<file path="src/rtl/frame_stream_source_pkg.sv">
// Shared definitions for the frame stream source and its pattern generator.
// Holds the FSM state encoding, the test-pattern mode codes and the pixel
// width shared with the downsampler, upsampler and 5x5 window blocks.
package frame_stream_source_pkg;

  localparam int PIXEL_W = 8;

  typedef enum logic [1:0] {
    IDLE   = 2'd0,
    ACTIVE = 2'd1,
    HBLANK = 2'd2,
    VBLANK = 2'd3
  } state_t;

  localparam logic [1:0] MODE_HRAMP = 2'd0;
  localparam logic [1:0] MODE_VRAMP = 2'd1;
  localparam logic [1:0] MODE_CHECK = 2'd2;
  localparam logic [1:0] MODE_FLAT  = 2'd3;

endpackage

</file>
<file path="src/rtl/frame_stream_source_if.sv">
// Beat stream carrying pixel data, blanking flag, valid strobe and start of
// frame, plus the downstream ready.
//   master: drives dout, blanking_out, validout, sof; samples ready
//   slave : samples the beat signals; drives ready
interface frame_stream_source_if;
  import frame_stream_source_pkg::*;

  logic [PIXEL_W-1:0] dout;
  logic               blanking_out;
  logic               validout;
  logic               sof;
  logic               ready;

  modport master (output dout, blanking_out, validout, sof, input ready);
  modport slave  (input dout, blanking_out, validout, sof, output ready);

endinterface

</file>
<file path="src/rtl/frame_stream_source_pattern_gen.sv">
// frame_pattern_gen: purely combinational test-pattern map.
//   mode      in  pattern select (h-ramp, v-ramp, checker, flat)
//   x, y      in  raster coordinates of the beat being generated
//   const_val in  flat-field value
//   frame_cnt in  frame counter (tied to zero when scrolling is not built)
//   p         out pixel value
module frame_pattern_gen
  import frame_stream_source_pkg::*;
#(
  parameter int X_W = 9,
  parameter int Y_W = 9
) (
  input  logic [1:0]         mode,
  input  logic [X_W-1:0]     x,
  input  logic [Y_W-1:0]     y,
  input  logic [PIXEL_W-1:0] const_val,
  input  logic [PIXEL_W-1:0] frame_cnt,
  output logic [PIXEL_W-1:0] p
);

  logic [PIXEL_W-1:0] x8;
  logic [PIXEL_W-1:0] y8;

  // Coordinates are resized to pixel width so ramps wrap modulo 256 and the
  // checker bit exists even when the counters are narrower than 4 bits.
  always_comb begin
    x8 = PIXEL_W'(x);
    y8 = PIXEL_W'(y);
    case (mode)
      MODE_HRAMP: p = x8 + frame_cnt;
      MODE_VRAMP: p = y8 + frame_cnt;
      MODE_CHECK: p = (x8[3] ^ y8[3] ^ frame_cnt[0]) ? {PIXEL_W{1'b1}} : '0;
      default:    p = const_val;
    endcase
  end

endmodule

</file>
<file path="src/rtl/frame_stream_source.sv">
// frame_stream_source: raster video beat generator with selectable test
// pattern and ready back-pressure.
//   clock, reset  rising-edge clock, asynchronous active-high reset
//   enable        starts frames; only looked at on frame boundaries
//   mode          pattern select, latched at frame start
//   const_val     flat-field value, latched at frame start
//   strm          master side of the beat stream (dout, blanking_out,
//                 validout, sof out; ready in)
// Build option: define FRAME_STREAM_SCROLL_EN to add an 8-bit frame counter
// that scrolls the ramps and flips the checker phase every frame.
// H_BLANK must be at least 1.
module frame_stream_source
  import frame_stream_source_pkg::*;
#(
  parameter int H_ACTIVE = 400,
  parameter int H_BLANK  = 40,
  parameter int V_ACTIVE = 300,
  parameter int V_BLANK  = 10
) (
  input  logic               clock,
  input  logic               reset,
  input  logic               enable,
  input  logic [1:0]         mode,
  input  logic [PIXEL_W-1:0] const_val,
  frame_stream_source_if.master strm
);

  localparam int H_TOTAL = H_ACTIVE + H_BLANK;
  localparam int V_TOTAL = V_ACTIVE + V_BLANK;
  localparam int X_W     = $clog2(H_TOTAL);
  localparam int Y_W     = $clog2(V_TOTAL);

  localparam logic [X_W-1:0] X_ACT_LAST = X_W'(H_ACTIVE - 1);
  localparam logic [X_W-1:0] X_LAST     = X_W'(H_TOTAL - 1);
  localparam logic [Y_W-1:0] Y_ACT_LAST = Y_W'(V_ACTIVE - 1);
  localparam logic [Y_W-1:0] Y_VBL_1ST  = Y_W'(V_ACTIVE);
  localparam logic [Y_W-1:0] Y_LAST     = Y_W'(V_TOTAL - 1);

  state_t             state, nxt_state;
  logic [X_W-1:0]     x, nxt_x;
  logic [Y_W-1:0]     y, nxt_y;
  logic [1:0]         mode_q, nxt_mode;
  logic [PIXEL_W-1:0] const_q, nxt_const;
  logic [PIXEL_W-1:0] nxt_fcnt;
  logic [PIXEL_W-1:0] pix;
  logic               accept;
  logic               frame_end;

  assign accept = strm.validout && strm.ready;

  // The registers always describe the beat on the bus, so everything here
  // computes the beat to present next; with no accept it equals the current
  // one, which keeps the outputs stable under stall.
  always_comb begin
    nxt_state = state;
    nxt_x     = x;
    nxt_y     = y;
    nxt_mode  = mode_q;
    nxt_const = const_q;
    frame_end = 1'b0;
    case (state)
      IDLE: begin
        if (enable) begin
          nxt_state = ACTIVE;
          nxt_x     = '0;
          nxt_y     = '0;
          nxt_mode  = mode;
          nxt_const = const_val;
        end
      end
      ACTIVE: begin
        if (accept) begin
          nxt_x = x + 1'b1;
          if (x == X_ACT_LAST) nxt_state = HBLANK;
        end
      end
      HBLANK: begin
        if (accept) begin
          if (x == X_LAST) begin
            nxt_x = '0;
            if (y == Y_ACT_LAST) begin
              if (V_BLANK == 0) begin
                frame_end = 1'b1;
              end else begin
                nxt_y     = Y_VBL_1ST;
                nxt_state = VBLANK;
              end
            end else begin
              nxt_y     = y + 1'b1;
              nxt_state = ACTIVE;
            end
          end else begin
            nxt_x = x + 1'b1;
          end
        end
      end
      VBLANK: begin
        if (accept) begin
          if (x == X_LAST) begin
            nxt_x = '0;
            if (y == Y_LAST) frame_end = 1'b1;
            else             nxt_y = y + 1'b1;
          end else begin
            nxt_x = x + 1'b1;
          end
        end
      end
      default: nxt_state = IDLE;
    endcase
    // Frame boundary is the only place enable and the pattern inputs matter.
    if (frame_end) begin
      nxt_y = '0;
      if (enable) begin
        nxt_state = ACTIVE;
        nxt_mode  = mode;
        nxt_const = const_val;
      end else begin
        nxt_state = IDLE;
      end
    end
  end

`ifdef FRAME_STREAM_SCROLL_EN
  logic [PIXEL_W-1:0] frame_cnt;
  assign nxt_fcnt = frame_end ? frame_cnt + 1'b1 : frame_cnt;
`else
  assign nxt_fcnt = '0;
`endif

  frame_pattern_gen #(
    .X_W (X_W),
    .Y_W (Y_W)
  ) u_pattern (
    .mode      (nxt_mode),
    .x         (nxt_x),
    .y         (nxt_y),
    .const_val (nxt_const),
    .frame_cnt (nxt_fcnt),
    .p         (pix)
  );

  // State, counters and the registered beat outputs.
  always_ff @(posedge clock or posedge reset) begin
    if (reset) begin
      state             <= IDLE;
      x                 <= '0;
      y                 <= '0;
      mode_q            <= MODE_HRAMP;
      const_q           <= '0;
      strm.dout         <= '0;
      strm.blanking_out <= 1'b0;
      strm.validout     <= 1'b0;
      strm.sof          <= 1'b0;
`ifdef FRAME_STREAM_SCROLL_EN
      frame_cnt         <= '0;
`endif
    end else begin
      state             <= nxt_state;
      x                 <= nxt_x;
      y                 <= nxt_y;
      mode_q            <= nxt_mode;
      const_q           <= nxt_const;
      strm.dout         <= (nxt_state == ACTIVE) ? pix : '0;
      strm.blanking_out <= (nxt_state == HBLANK) || (nxt_state == VBLANK);
      strm.validout     <= (nxt_state != IDLE);
      strm.sof          <= (nxt_state == ACTIVE) && (nxt_x == '0) && (nxt_y == '0);
`ifdef FRAME_STREAM_SCROLL_EN
      frame_cnt         <= nxt_fcnt;
`endif
    end
  end

endmodule

</file>
<file path="src/flat_wrapper.sv">
// flat-port wrapper written by rule: the top's interface ports become plain ports
module frame_stream_source_flat import frame_stream_source_pkg::*;
#(
  parameter int H_ACTIVE = 400,
  parameter int H_BLANK  = 40,
  parameter int V_ACTIVE = 300,
  parameter int V_BLANK  = 10
)
  (clock, reset, enable, mode, const_val, strm_dout, strm_blanking_out, strm_validout, strm_sof, strm_ready);
  frame_stream_source_if strm_i ();
  input  logic clock;
  input  logic reset;
  input  logic enable;
  input  logic [1:0] mode;
  input  logic [PIXEL_W-1:0] const_val;
  output wire logic [$bits(strm_i.dout)-1:0] strm_dout;
  output wire logic [$bits(strm_i.blanking_out)-1:0] strm_blanking_out;
  output wire logic [$bits(strm_i.validout)-1:0] strm_validout;
  output wire logic [$bits(strm_i.sof)-1:0] strm_sof;
  input wire logic [$bits(strm_i.ready)-1:0] strm_ready;
  assign strm_dout = strm_i.dout;
  assign strm_blanking_out = strm_i.blanking_out;
  assign strm_validout = strm_i.validout;
  assign strm_sof = strm_i.sof;
  assign strm_i.ready = strm_ready;
  frame_stream_source #(.H_ACTIVE(H_ACTIVE), .H_BLANK(H_BLANK), .V_ACTIVE(V_ACTIVE), .V_BLANK(V_BLANK)) u_core (.clock(clock), .reset(reset), .enable(enable), .mode(mode), .const_val(const_val), .strm(strm_i));
endmodule
</file>
<file path="config.mk">
export PLATFORM = sky130hd
export DESIGN_NAME = frame_stream_source_flat
export DESIGN_NICKNAME = d
export VERILOG_FILES = /design/src/rtl/frame_stream_source_pkg.sv /design/src/rtl/frame_stream_source_if.sv /design/src/rtl/frame_stream_source_pattern_gen.sv /design/src/rtl/frame_stream_source.sv /design/src/flat_wrapper.sv
export SDC_FILE = /design/constraint.sdc
export NUM_CORES = 1
export LEC_CHECK = 0
export ABC_AREA = 1
export BUFFER_PORTS_ARGS = -buffer_cell sky130_fd_sc_hd__buf_2
export CORE_ASPECT_RATIO = 1.2
export CORE_MARGIN = 3
export CORE_UTILIZATION = 45
export CTS_BUF_LIST = sky130_fd_sc_hd__clkbuf_4
export DETAILED_ROUTE_END_ITERATION = 6
export HOLD_SLACK_MARGIN = 0.1
export PLACE_DENSITY = 0.65
export SETUP_SLACK_MARGIN = 0.2
export SLEW_MARGIN = 15
export SYNTH_ARGS = -nofsm -noshare
export SYNTH_HDL_FRONTEND = slang
export SYNTH_HIERARCHICAL = 1
export SYNTH_SLANG_ARGS = --single-unit
</file>
<file path="constraint.sdc">
create_clock -name clock -period 6 [get_ports clock]
set_input_delay 0 -clock clock [delete_from_list [all_inputs] [get_ports clock]]
set_output_delay 0 -clock clock [all_outputs]
set_load 0.05 [all_outputs]
</file>
==> results.py, run 1 <==
metrics = {
    "outcome": {
        "outcome": "complete, no violations",
    },
    "cells_and_area": {
        "fill_cells": 696,
        "layout_commonest_cell": "nand2_1",
        "drive_above_1_share_pct": 13.4,
        "final_nets": 582,
        "mostFrequentLayoutCells": "nand2_1 (161), inv_1 (66), nor2_1 (57), nand3_1 (52), dfrtp_1 (41)",
        "fin_util_pct": 55.0,
        "antenna_cells": 0,
        "syn2layout_area_growth_pct": 17.4,
    },
    "power_and_ir_drop": {
        "p_leak_nw": 2.13,
        "clkPwrFrac_pct": 21.8,
        "intPower_mw": 0.621,
        "power_frac_comb_pct": 44.7,
        "pwr-share-seq_pct": 33.4,
        "powerDensity_nw_per_um2": 278,
        "power_mw": 1.05,
        "switchingPower_mw": 0.432,
        "ir_worst_vdd_v": 0.000152,
        "p_sw_share_pct": 41.0,
    },
    "place": {
        "dp.final_hpwl_mm": 6.65,
        "pre_cts_ws_ps": 2640,
        "gp_congestion": 0.900,
        "portBuffers": 24,
    },
    "floorplanning": {
        "num_io_pins": 25,
        "core_um2": 6900,
        "row_count": 33,
        "start_util_pct": 46.9,
        "die_area_um2": 8240,
        "die_h_um": 98.8,
        "die_w_um": 83.4,
    },
    "sta": {
        "hold_viol_final": 0,
        "fin_tns_setup_ps": 0,
        "rsz0062_at_grt": "false",
        "fin_skew_ps": 11.8,
        "max_freq_ghz": 0.292,
        "slew_headroom_pct": 59.7,
        "period_share_pct": 57.0,
        "worst_hold_slack_ps": 184,
        "drv_slew": 0,
        "worstMarginPinSlew_ps": 603,
        "setup_ws_ps": 2580,
        "min_period_ps": 3420,
        "finalSetupViolations": 0,
    },
    "min_path": {
        "holdPathStages": 6,
        "hp-class": "in2reg",
    },
    "yosys": {
        "syn-mean-instance-area_um2": 6.49,
        "yosysSeqAreaShare_pct": 31.7,
        "synth_warnings": 6,
        "synth_cells": 498,
        "synth.distinct_cells": 30,
        "syn_area_um2": 3230,
        "synth-seq-cells": 41,
    },
    "global_routing": {
        "antenna_found_initial": 0,
        "grt_pass1_wl_mm": 14.7,
        "grt-ovfl-total": 0,
        "grt_pass1_vias": 3230,
        "grt_max_degree": 42,
        "grt_util_all_layers_pct": 22.2,
    },
    "routing": {
        "initialDrtViolationCount": 168,
        "routed_via_density": 5.00,
        "wirelength_mm": 8.67,
        "dr.pass1.iters": 4,
        "dr_total_vias": 3223,
        "drc_errors": 0,
        "ant_nets": 0,
        "wl_per_cell_um": 13.4,
    },
    "worst_setup_path": {
        "end_kind": "flip-flop",
        "r2r_cells": 19,
        "path_class": "reg2reg",
        "cpMaxStageDelayCell": "dfrtp_1",
        "cp_data_arrival_time_ps": 3670,
        "crit_family": "simple AND/OR/NAND/NOR gates",
        "required_ps": 6250,
        "worstSetupStartpointType": "flip-flop",
        "path_cells": "ha_1, nand2_1, nor2_1, nand2_1, inv_2, nand3_4, nand2_4, nand2_4, clkinv_1, nand2_1, nand2_1, inv_2, nand2_4, mux2_2, ha_1, o21ai_0, nand3_1, inv_1, nor2_1",
        "critPathMaxStageDelay_ps": 480,
        "critPathBufInv": 4,
        "crit_fanout": 13,
        "path_common_cell": "nand2_1",
        "path_depth": 19,
    },
    "clock_network": {
        "cts_tree": "yes",
        "post_cts_buffers": 0,
        "h-tree-depth": 2,
        "ctsResizeCount": 0,
        "cts_buffers": 5,
        "clockBufferDepth": 2,
        "clock_latency_ps": 360,
        "clockRootBuffer": "clkbuf_4",
        "numClockSinks": 41,
        "clk_pin_slew_worst_paths_ps": 140,
    },
    "job": {
        "drv_cap": 0,
    },
}
## timing repair
item | in CTS | in global routing
hold endpoints to repair | 56 | 0
endpoints found under the setup margin | 0 | 0
hold buffers | 20 | 0
## registers in the layout (all words and copies together) (netlist names)
| signal | count |
|---|---|
| u_core/state | 2 |
| u_core/mode_q | 2 |
| u_core/const_q | 8 |
| u_core/x | 9 |
| u_core/strm.validout | 1 |
| u_core/strm.dout | 8 |
| u_core/strm.sof | 1 |
| u_core/strm.blanking_out | 1 |
| u_core/y | 9 |
## power groups by stage
stage                     Clock, mW  Combinational (mW)  Sequential [mW]
after global placement            0               0.443            0.356
after global routing          0.246               0.546            0.358
after CTS                     0.236               0.459            0.351
final                         0.230               0.471            0.352
after detailed placement          0               0.448            0.357
after floorplan                   0               0.373            0.346
## synth_stat cells, drive strengths merged
| cell | instances | area share (%) |
|---|---|---|
| ha | 10 | 3.9 |
| or2 | 1 | 0.19 |
| nor2 | 64 | 8.9 |
| buf | 4 | 0.81 |
| o21ai | 15 | 2.3 |
| nand3 | 54 | 9.1 |
| nand3b | 1 | 0.23 |
| a21oi | 26 | 4.1 |
| clkinv | 2 | 0.23 |
| xor2 | 3 | 0.81 |
| dfrtp | 41 | 32 |
| nor3 | 2 | 0.31 |
| xnor2 | 2 | 0.54 |
| fa | 1 | 0.62 |
| nand2 | 175 | 22 |
| inv | 76 | 8.8 |
| nand4 | 10 | 1.9 |
| o211ai | 1 | 0.23 |
| mux2 | 7 | 2.4 |
| conb | 1 | 0.12 |
| clkbuf | 2 | 0.23 |
## cells by family after synthesis
logic type                 Yosys count  share of synthesized area (%)
muxes                                7                           2.44
and+or+nand+nor                    307                           43.1
adders and majority gates           11                           4.49
buffers and inverters               84                           10.1
other                                1                          0.116
DFF                                 41                           31.7
AOI/OAI and AO/OA                   42                           6.70
xor gates and xnor gates             5                           1.36
## area by class of cell
| cell class | instances | area [um2] | area share [%] |
|---|---|---|---|
| clock buffer | 5 | 37.5 | 0.989 |
| clock inverter | 3 | 68.8 | 1.81 |
| inverter | 78 | 293 | 7.72 |
| timing repair buffer | 46 | 335 | 8.84 |
| multi-input combinational | 385 | 1920 | 50.7 |
| tap | 87 | 109 | 2.87 |
| sequential | 41 | 1030 | 27.0 |
## per-layer routing
metal,part of all wire [%],track usage (%),vias to the layer above
li1,-,-,1663
met1,39,23.5,1474
met2,55,44.0,66
met3,2.5,2.09,20
met4,3.0,9.31,0
met5,0,0,-
## per-stage QoR
| step | cell area, um2 | instances |
|---|---|---|
| 2_1_floorplan | 3280 | 510 |
| 3_3_place_gp | 3490 | 617 |
| 3_5_place_dp | 3490 | 617 |
| 4_1_cts | 3790 | 645 |
| 5_1_grt | 3790 | 645 |
| 6_report | 3790 | 645 |
## path summary, 6_finish.rpt
path / start / endpoint / slack (ps)
max in group asynchronous: reset / u_core/x[4]$_DFF_PP0_ / 5330
worst max-delay path: u_core/y[0]$_DFF_PP0_ / u_core/strm.dout[2]$_DFF_PP0_ / 2580
worst max register to register: u_core/y[0]$_DFF_PP0_ / u_core/strm.dout[2]$_DFF_PP0_ / 2580
worst min-delay path: strm_ready / u_core/x[1]$_DFF_PP0_ / 180
worst min register to register: u_core/x[0]$_DFF_PP0_ / u_core/x[0]$_DFF_PP0_ / 610
min in group asynchronous: reset / u_core/strm.validout$_DFF_PP0_ / 310
## worst register-to-register path: stages (launching register included)
cell	delay, ps
dfrtp_1	480
ha_1	230
nand2_1	60
nor2_1	40
nand2_1	100
inv_2	80
nand3_4	120
nand2_4	60
nand2_4	140
clkinv_1	270
nand2_1	130
nand2_1	140
inv_2	200
nand2_4	120
mux2_2	290
ha_1	360
o21ai_0	240
nand3_1	120
inv_1	70
nor2_1	50
Power figures use the tool's default switching activity.
==> inputs of run 2 (changes only) <==
==> constraint.sdc (replaced) <==
create_clock -name clock -period 3.3 [get_ports clock]
set_input_delay 0 -clock clock [delete_from_list [all_inputs] [get_ports clock]]
set_output_delay 0 -clock clock [all_outputs]
set_load 0.05 [all_outputs]
==> run 2 against run 1 <==
  * Global-route usage hardly changed
  * Worst hold slack better by 46 ps
  * Critical path depth is 2 lower
  * Count of clock-buffer cells in the layout stayed put
  * First-iteration DRC count is 28% higher
  * Power is 70% higher
==> results.py, run 2 (synthesis gave the netlist of run 1 again) <==
metrics = {
    "outcome": {
        "outcome": "complete, no violations",
    },
    "cells_and_area": {
        "antenna_cells": 0,
        "mostFrequentLayoutCells": "nand2_1 (160), inv_1 (65), nor2_1 (56), nand3_1 (52), dfrtp_1 (41)",
        "largestRegisters": "u_core/x: 9 flops, u_core/y: 9 flops",
        "fill_cells": 672,
        "drive_above_1_share_pct": 17.2,
        "final_nets": 601,
        "layout_commonest_cell": "nand2_1",
        "syn2layout_area_growth_pct": 21.4,
    },
    "global_routing": {
        "antenna_found_initial": 0,
        "grt_max_degree": 27,
        "grt_pass1_wl_mm": 14.8,
        "grt_pass1_vias": 3226,
        "grt_util_all_layers_pct": 22.2,
        "grt-ovfl-total": 0,
    },
    "place": {
        "dp.final_hpwl_mm": 6.85,
        "portBuffers": 24,
        "pre_cts_ws_ps": 86.2,
        "gp_congestion": 0.908,
    },
    "sta": {
        "max_freq_ghz": 0.342,
        "worstMarginPinSlew_ps": 987,
        "rsz0062_at_grt": "false",
        "hold_viol_final": 0,
        "setup_ws_ps": 374,
        "fin_tns_setup_ps": 0,
        "finalSetupViolations": 0,
        "slew_headroom_pct": 34.1,
        "drv_slew": 0,
        "period_share_pct": 88.7,
        "min_period_ps": 2930,
        "fin_skew_ps": 17.6,
    },
    "floorplanning": {
        "die_h_um": 98.8,
        "start_util_pct": 46.9,
        "core_um2": 6900,
        "die_area_um2": 8240,
        "die_w_um": 83.4,
        "num_io_pins": 25,
        "row_count": 33,
    },
    "worst_setup_path": {
        "required_ps": 3530,
        "cp_data_arrival_time_ps": 3160,
        "r2r_cells": 17,
        "crit_fanout": 7,
        "end_kind": "flip-flop",
        "r2r-start": "u_core/y[0]$_DFF_PP0_",
        "worstSetupStartpointType": "flip-flop",
        "path_class": "reg2reg",
        "crit_start": "u_core/y[0]$_DFF_PP0_",
    },
    "clock_network": {
        "clockBufferDepth": 2,
        "numClockSinks": 41,
        "h-tree-depth": 2,
        "cts_tree": "yes",
        "clock_latency_ps": 330,
        "clockRootBuffer": "clkbuf_4",
        "cts_buffers": 5,
        "clk_pin_slew_worst_paths_ps": 120,
    },
    "routing": {
        "dr_total_vias": 3385,
        "drc_errors": 0,
        "dr.pass1.iters": 5,
        "routed_via_density": 5.11,
        "ant_nets": 0,
        "initialDrtViolationCount": 215,
        "wl_per_cell_um": 13.7,
        "wirelength_mm": 9.07,
    },
    "min_path": {
        "min_from": "strm_ready",
        "holdPathStages": 6,
        "hp-class": "in2reg",
    },
    "power_and_ir_drop": {
        "p_leak_nw": 2.19,
        "ir_worst_vdd_v": 0.000329,
        "powerDensity_nw_per_um2": 456,
    },
    "job": {
        "drv_cap": 0,
    },
}
[run 2: final cells by class]
type	instances	area, um2	share of cell area [%]
Multi-Input combinational cell	385	1960	49.9
Sequential cell	41	1030	26.2
Timing Repair Buffer	65	482	12.3
Inverter	78	300	7.66
Tap cell	87	109	2.78
Clock buffer	5	37.5	0.957
Clock inverter	2	11.3	0.287
[run 2: path summary, 6_finish.rpt]
check | to | slack, ps
max in group asynchronous | u_core/x[3]$_DFF_PP0_ | 2060
worst min-delay path | u_core/x[1]$_DFF_PP0_ | 230
min in group asynchronous | u_core/const_q[1]$_DFF_PP0_ | 430
worst max register to register | u_core/strm.dout[1]$_DFF_PP0_ | 370
worst min register to register | u_core/x[4]$_DFF_PP0_ | 640
worst max-delay path | u_core/strm.dout[1]$_DFF_PP0_ | 370
[run 2: power by group]
part           total, mW  switching [mW]  internal [mW]
logic              0.929           0.561          0.368
clock network      0.232           0.155         0.0768
registers          0.630          0.0631          0.566
[run 2: repair_timing]
| action | in CTS | in global routing |
|---|---|---|
| hold buffers | 20 | 0 |
| resized for setup | 2 | 14 |
| gates cloned | 0 | 0 |
| pin swaps | 0 | 3 |
| endpoints found under the hold margin | 40 | 0 |
| setup endpoints to repair | 4 | 7 |
| setup buffers | 0 | 10 |
[run 2: layer usage]
layer  GRT usage (%)  wire length (um)  up-vias
met4            7.67               263        0
met2            43.6              4970       90
met1            24.5              3500     1567
li1                -                 -     1709
met3            2.42               330       19
met5               0                 0        -
[run 2: stage by stage]
step	total power, mW	instances	hold WS, ps	cell area (um2)	utilization [%]
3_3_place_gp	1.46	626	234	3550	51.6
6_report	1.79	663	230	3920	56.9
5_1_grt	1.97	663	277	3920	56.9
3_5_place_dp	1.47	626	227	3550	51.6
4_1_cts	1.73	653	202	3800	55.2
2_1_floorplan	1.31	510	130	3280	-
[run 2: critical path: stages (launching register included)]
cell	delay, ps
dfrtp_1	370
buf_4	150
ha_1	210
inv_1	70
nor2_1	120
nand2_1	100
nor2_2	230
nor2_4	110
a21oi_1	140
nand3_1	100
nand2_1	90
inv_1	90
mux2_2	300
fa_1	460
nand2_1	100
nand3_1	80
inv_1	70
nor2_1	40
==> inputs of run 3 (changes only) <==
--- a/config.mk
+++ b/config.mk
@@ -7,13 +7,14 @@
 export LEC_CHECK = 0
 export ABC_AREA = 1
 export BUFFER_PORTS_ARGS = -buffer_cell sky130_fd_sc_hd__buf_2
+export CAP_MARGIN = 10
 export CORE_ASPECT_RATIO = 1.2
-export CORE_MARGIN = 3
+export CORE_MARGIN = 2
 export CORE_UTILIZATION = 45
 export CTS_BUF_LIST = sky130_fd_sc_hd__clkbuf_4
 export DETAILED_ROUTE_END_ITERATION = 6
 export HOLD_SLACK_MARGIN = 0.1
-export PLACE_DENSITY = 0.65
+export PLACE_DENSITY = 0.67
 export SETUP_SLACK_MARGIN = 0.2
 export SLEW_MARGIN = 15
 export SYNTH_ARGS = -nofsm -noshare
==> constraint.sdc (replaced) <==
create_clock -name clock -period 2.36 [get_ports clock]
set_input_delay 0 -clock clock [delete_from_list [all_inputs] [get_ports clock]]
set_output_delay 0 -clock clock [all_outputs]
set_load 0.05 [all_outputs]
==> run 3 against run 2 <==
  * The flow now finishes with violations (negative setup slack)
  * Sequential cell count unchanged
  * Routed wire length up 12%
  * Sequential share of layout area down 5.4 points
  * Register-to-register slack worse by 690 ps
  * Cell area rose by 26%
  * Non-clock buffer count grew 90
  * Setup slack got worse by 690 ps
==> results.py, run 3 (synthesis gave the netlist of run 1 again) <==
metrics = {
    "outcome": {
        "outcome": "finished, violations left",
        "violations": "negative setup slack",
    },
    "worst_setup_path": {
        "worstSetupStartpointType": "flip-flop",
        "required_ps": 2620,
        "crit_fanout": 8,
        "path_common_cell": "nand2_4",
        "path_cells": "ha_2, nand2_2, nor2_4, nand2_2, nor2_4, nand3_4, nand2_4, nand2_8, inv_8, nand2_4, nand2_4, inv_6, nand2_8, mux2_4, fa_2, nand2_1, nand3_1, inv_1, nor2_1",
        "critPathMaxStageDelay_ps": 460,
        "path_class": "reg2reg",
        "cpMaxStageDelayCell": "fa_2",
        "cp_data_arrival_time_ps": 2940,
        "end_kind": "flip-flop",
    },
    "global_routing": {
        "grt_pass1_wl_mm": 16.5,
        "grt_pass1_vias": 3634,
        "grt_util_all_layers_pct": 26.9,
        "grt-ovfl-total": 0,
        "grt_max_degree": 23,
        "antenna_found_initial": 0,
    },
    "place": {
        "pre_cts_ws_ps": -279,
        "placed_cells": 709,
        "gp_congestion": 0.980,
        "dp.final_hpwl_mm": 7.55,
        "portBuffers": 24,
    },
    "power_and_ir_drop": {
        "p_leak_nw": 2.70,
        "ir_worst_vdd_v": 0.000511,
        "powerDensity_nw_per_um2": 650,
        "power_mw": 3.22,
    },
    "clock_network": {
        "clockRootBuffer": "clkbuf_4",
        "hold_buffers": 9,
        "clock_latency_ps": 360,
        "clk_pin_slew_worst_paths_ps": 120,
        "clockBufferDepth": 2,
        "h-tree-depth": 2,
        "cts_tree": "yes",
        "numClockSinks": 41,
        "cts_buffers": 5,
    },
    "cells_and_area": {
        "largestRegisters": "u_core/x: 9 flops, u_core/y: 9 flops",
        "mostFrequentLayoutCells": "nand2_1 (146), buf_4 (111), inv_1 (61), nor2_1 (47), nand3_1 (42)",
        "final_nets": 691,
        "fin_util_pct": 71.7,
        "finalNonFillerCells": 754,
        "syn2layout_area_growth_pct": 53.0,
        "drive_above_1_share_pct": 38.1,
        "antenna_cells": 0,
        "layout_commonest_cell": "nand2_1",
    },
    "floorplanning": {
        "die_h_um": 96.8,
        "row_count": 33,
        "die_w_um": 81.4,
        "core_um2": 6900,
        "start_util_pct": 46.9,
        "die_area_um2": 7880,
        "num_io_pins": 25,
    },
    "routing": {
        "dr.pass1.iters": 4,
        "dr_total_vias": 3717,
        "wirelength_mm": 10.2,
        "wl_per_cell_um": 13.5,
        "initialDrtViolationCount": 237,
        "ant_nets": 0,
        "drc_errors": 0,
        "routed_via_density": 4.93,
    },
    "sta": {
        "finalSetupViolations": 8,
        "max_freq_ghz": 0.373,
        "worst_hold_slack_ps": 116,
        "fin_skew_ps": 12.1,
        "worstMarginPinSlew_ps": 775,
        "period_share_pct": 113,
        "rsz0062_at_grt": "true",
        "drv_slew": 0,
        "min_period_ps": 2680,
        "hold_viol_final": 0,
        "slew_headroom_pct": 48.3,
        "setup_ws_ps": -318,
    },
    "min_path": {
        "hp-class": "in2reg",
    },
    "job": {
        "drv_cap": 0,
    },
}
-- run 3: power by group --
group	internal, mW	leakage (nW)	switching [mW]	total, mW
clock	0.237	0.0459	0.229	0.466
combinational	0.852	2.15	1.04	1.89
sequential	0.792	0.500	0.0682	0.861
-- run 3: worst max-delay path, delay by kind of cell, from the launching register on --
family	cells	cell delay, ps
buffers and inverters	3	160
multiplexers	1	320
adder cells (fa/ha/maj)	2	650
flip-flops	1	390
AND/OR/NAND/NOR	13	1070
-- run 3: cell type report --
cell class                 count  area (um2)
multi-input combinational    385        2240
clock inverter                 2        38.8
inverter                      78         305
sequential                    41        1030
timing repair buffer         155        1180
clock buffer                   6        45.0
tap                           87         109
fill                         547        1950
-- run 3: repair_timing --
action,CTS,global route
pin swaps,13,30
endpoints found under the setup margin,9,11
setup buffers,14,14
gates cloned,0,0
hold endpoints to repair,29,1
gates resized for setup,26,43
-- run 3: metal layers --
layer | up-vias | part of all wire (%) | global-route usage (%)
met4 | 0 | 3.2 | 10.6
li1 | 1882 | - | -
met3 | 26 | 2.9 | 2.80
met5 | - | 0 | 0
met1 | 1731 | 39 | 31.1
met2 | 78 | 55 | 49.2
-- run 3: path summary, 6_finish.rpt --
| kind | from | endpoint | slack, ps | depth (start not counted) |
|---|---|---|---|---|
| setup / recovery | u_core/x[1]$_DFF_PP0_ | u_core/strm.dout[1]$_DFF_PP0_ | -320 | 19 |
| hold / removal | enable | u_core/state[0]$_DFF_PP0_ | 120 | 4 |
| setup reg to reg | u_core/x[1]$_DFF_PP0_ | u_core/strm.dout[1]$_DFF_PP0_ | -320 | 19 |
| hold reg to reg | u_core/const_q[4]$_DFF_PP0_ | u_core/const_q[4]$_DFF_PP0_ | 500 | 2 |
| max in group asynchronous | reset | u_core/strm.sof$_DFF_PP0_ | 1460 | 4 |
| min in group asynchronous | reset | u_core/strm.blanking_out$_DFF_PP0_ | 320 | 3 |
-- run 3: stage by stage --
stage / setup TNS (ps) / area [um2]
final: -1560 / 4940
after global routing: -3110 / 4940
after CTS: -1380 / 4690
after detailed placement: -1720 / 4310
after global placement: -1280 / 4310
after floorplan: -3830 / 3410
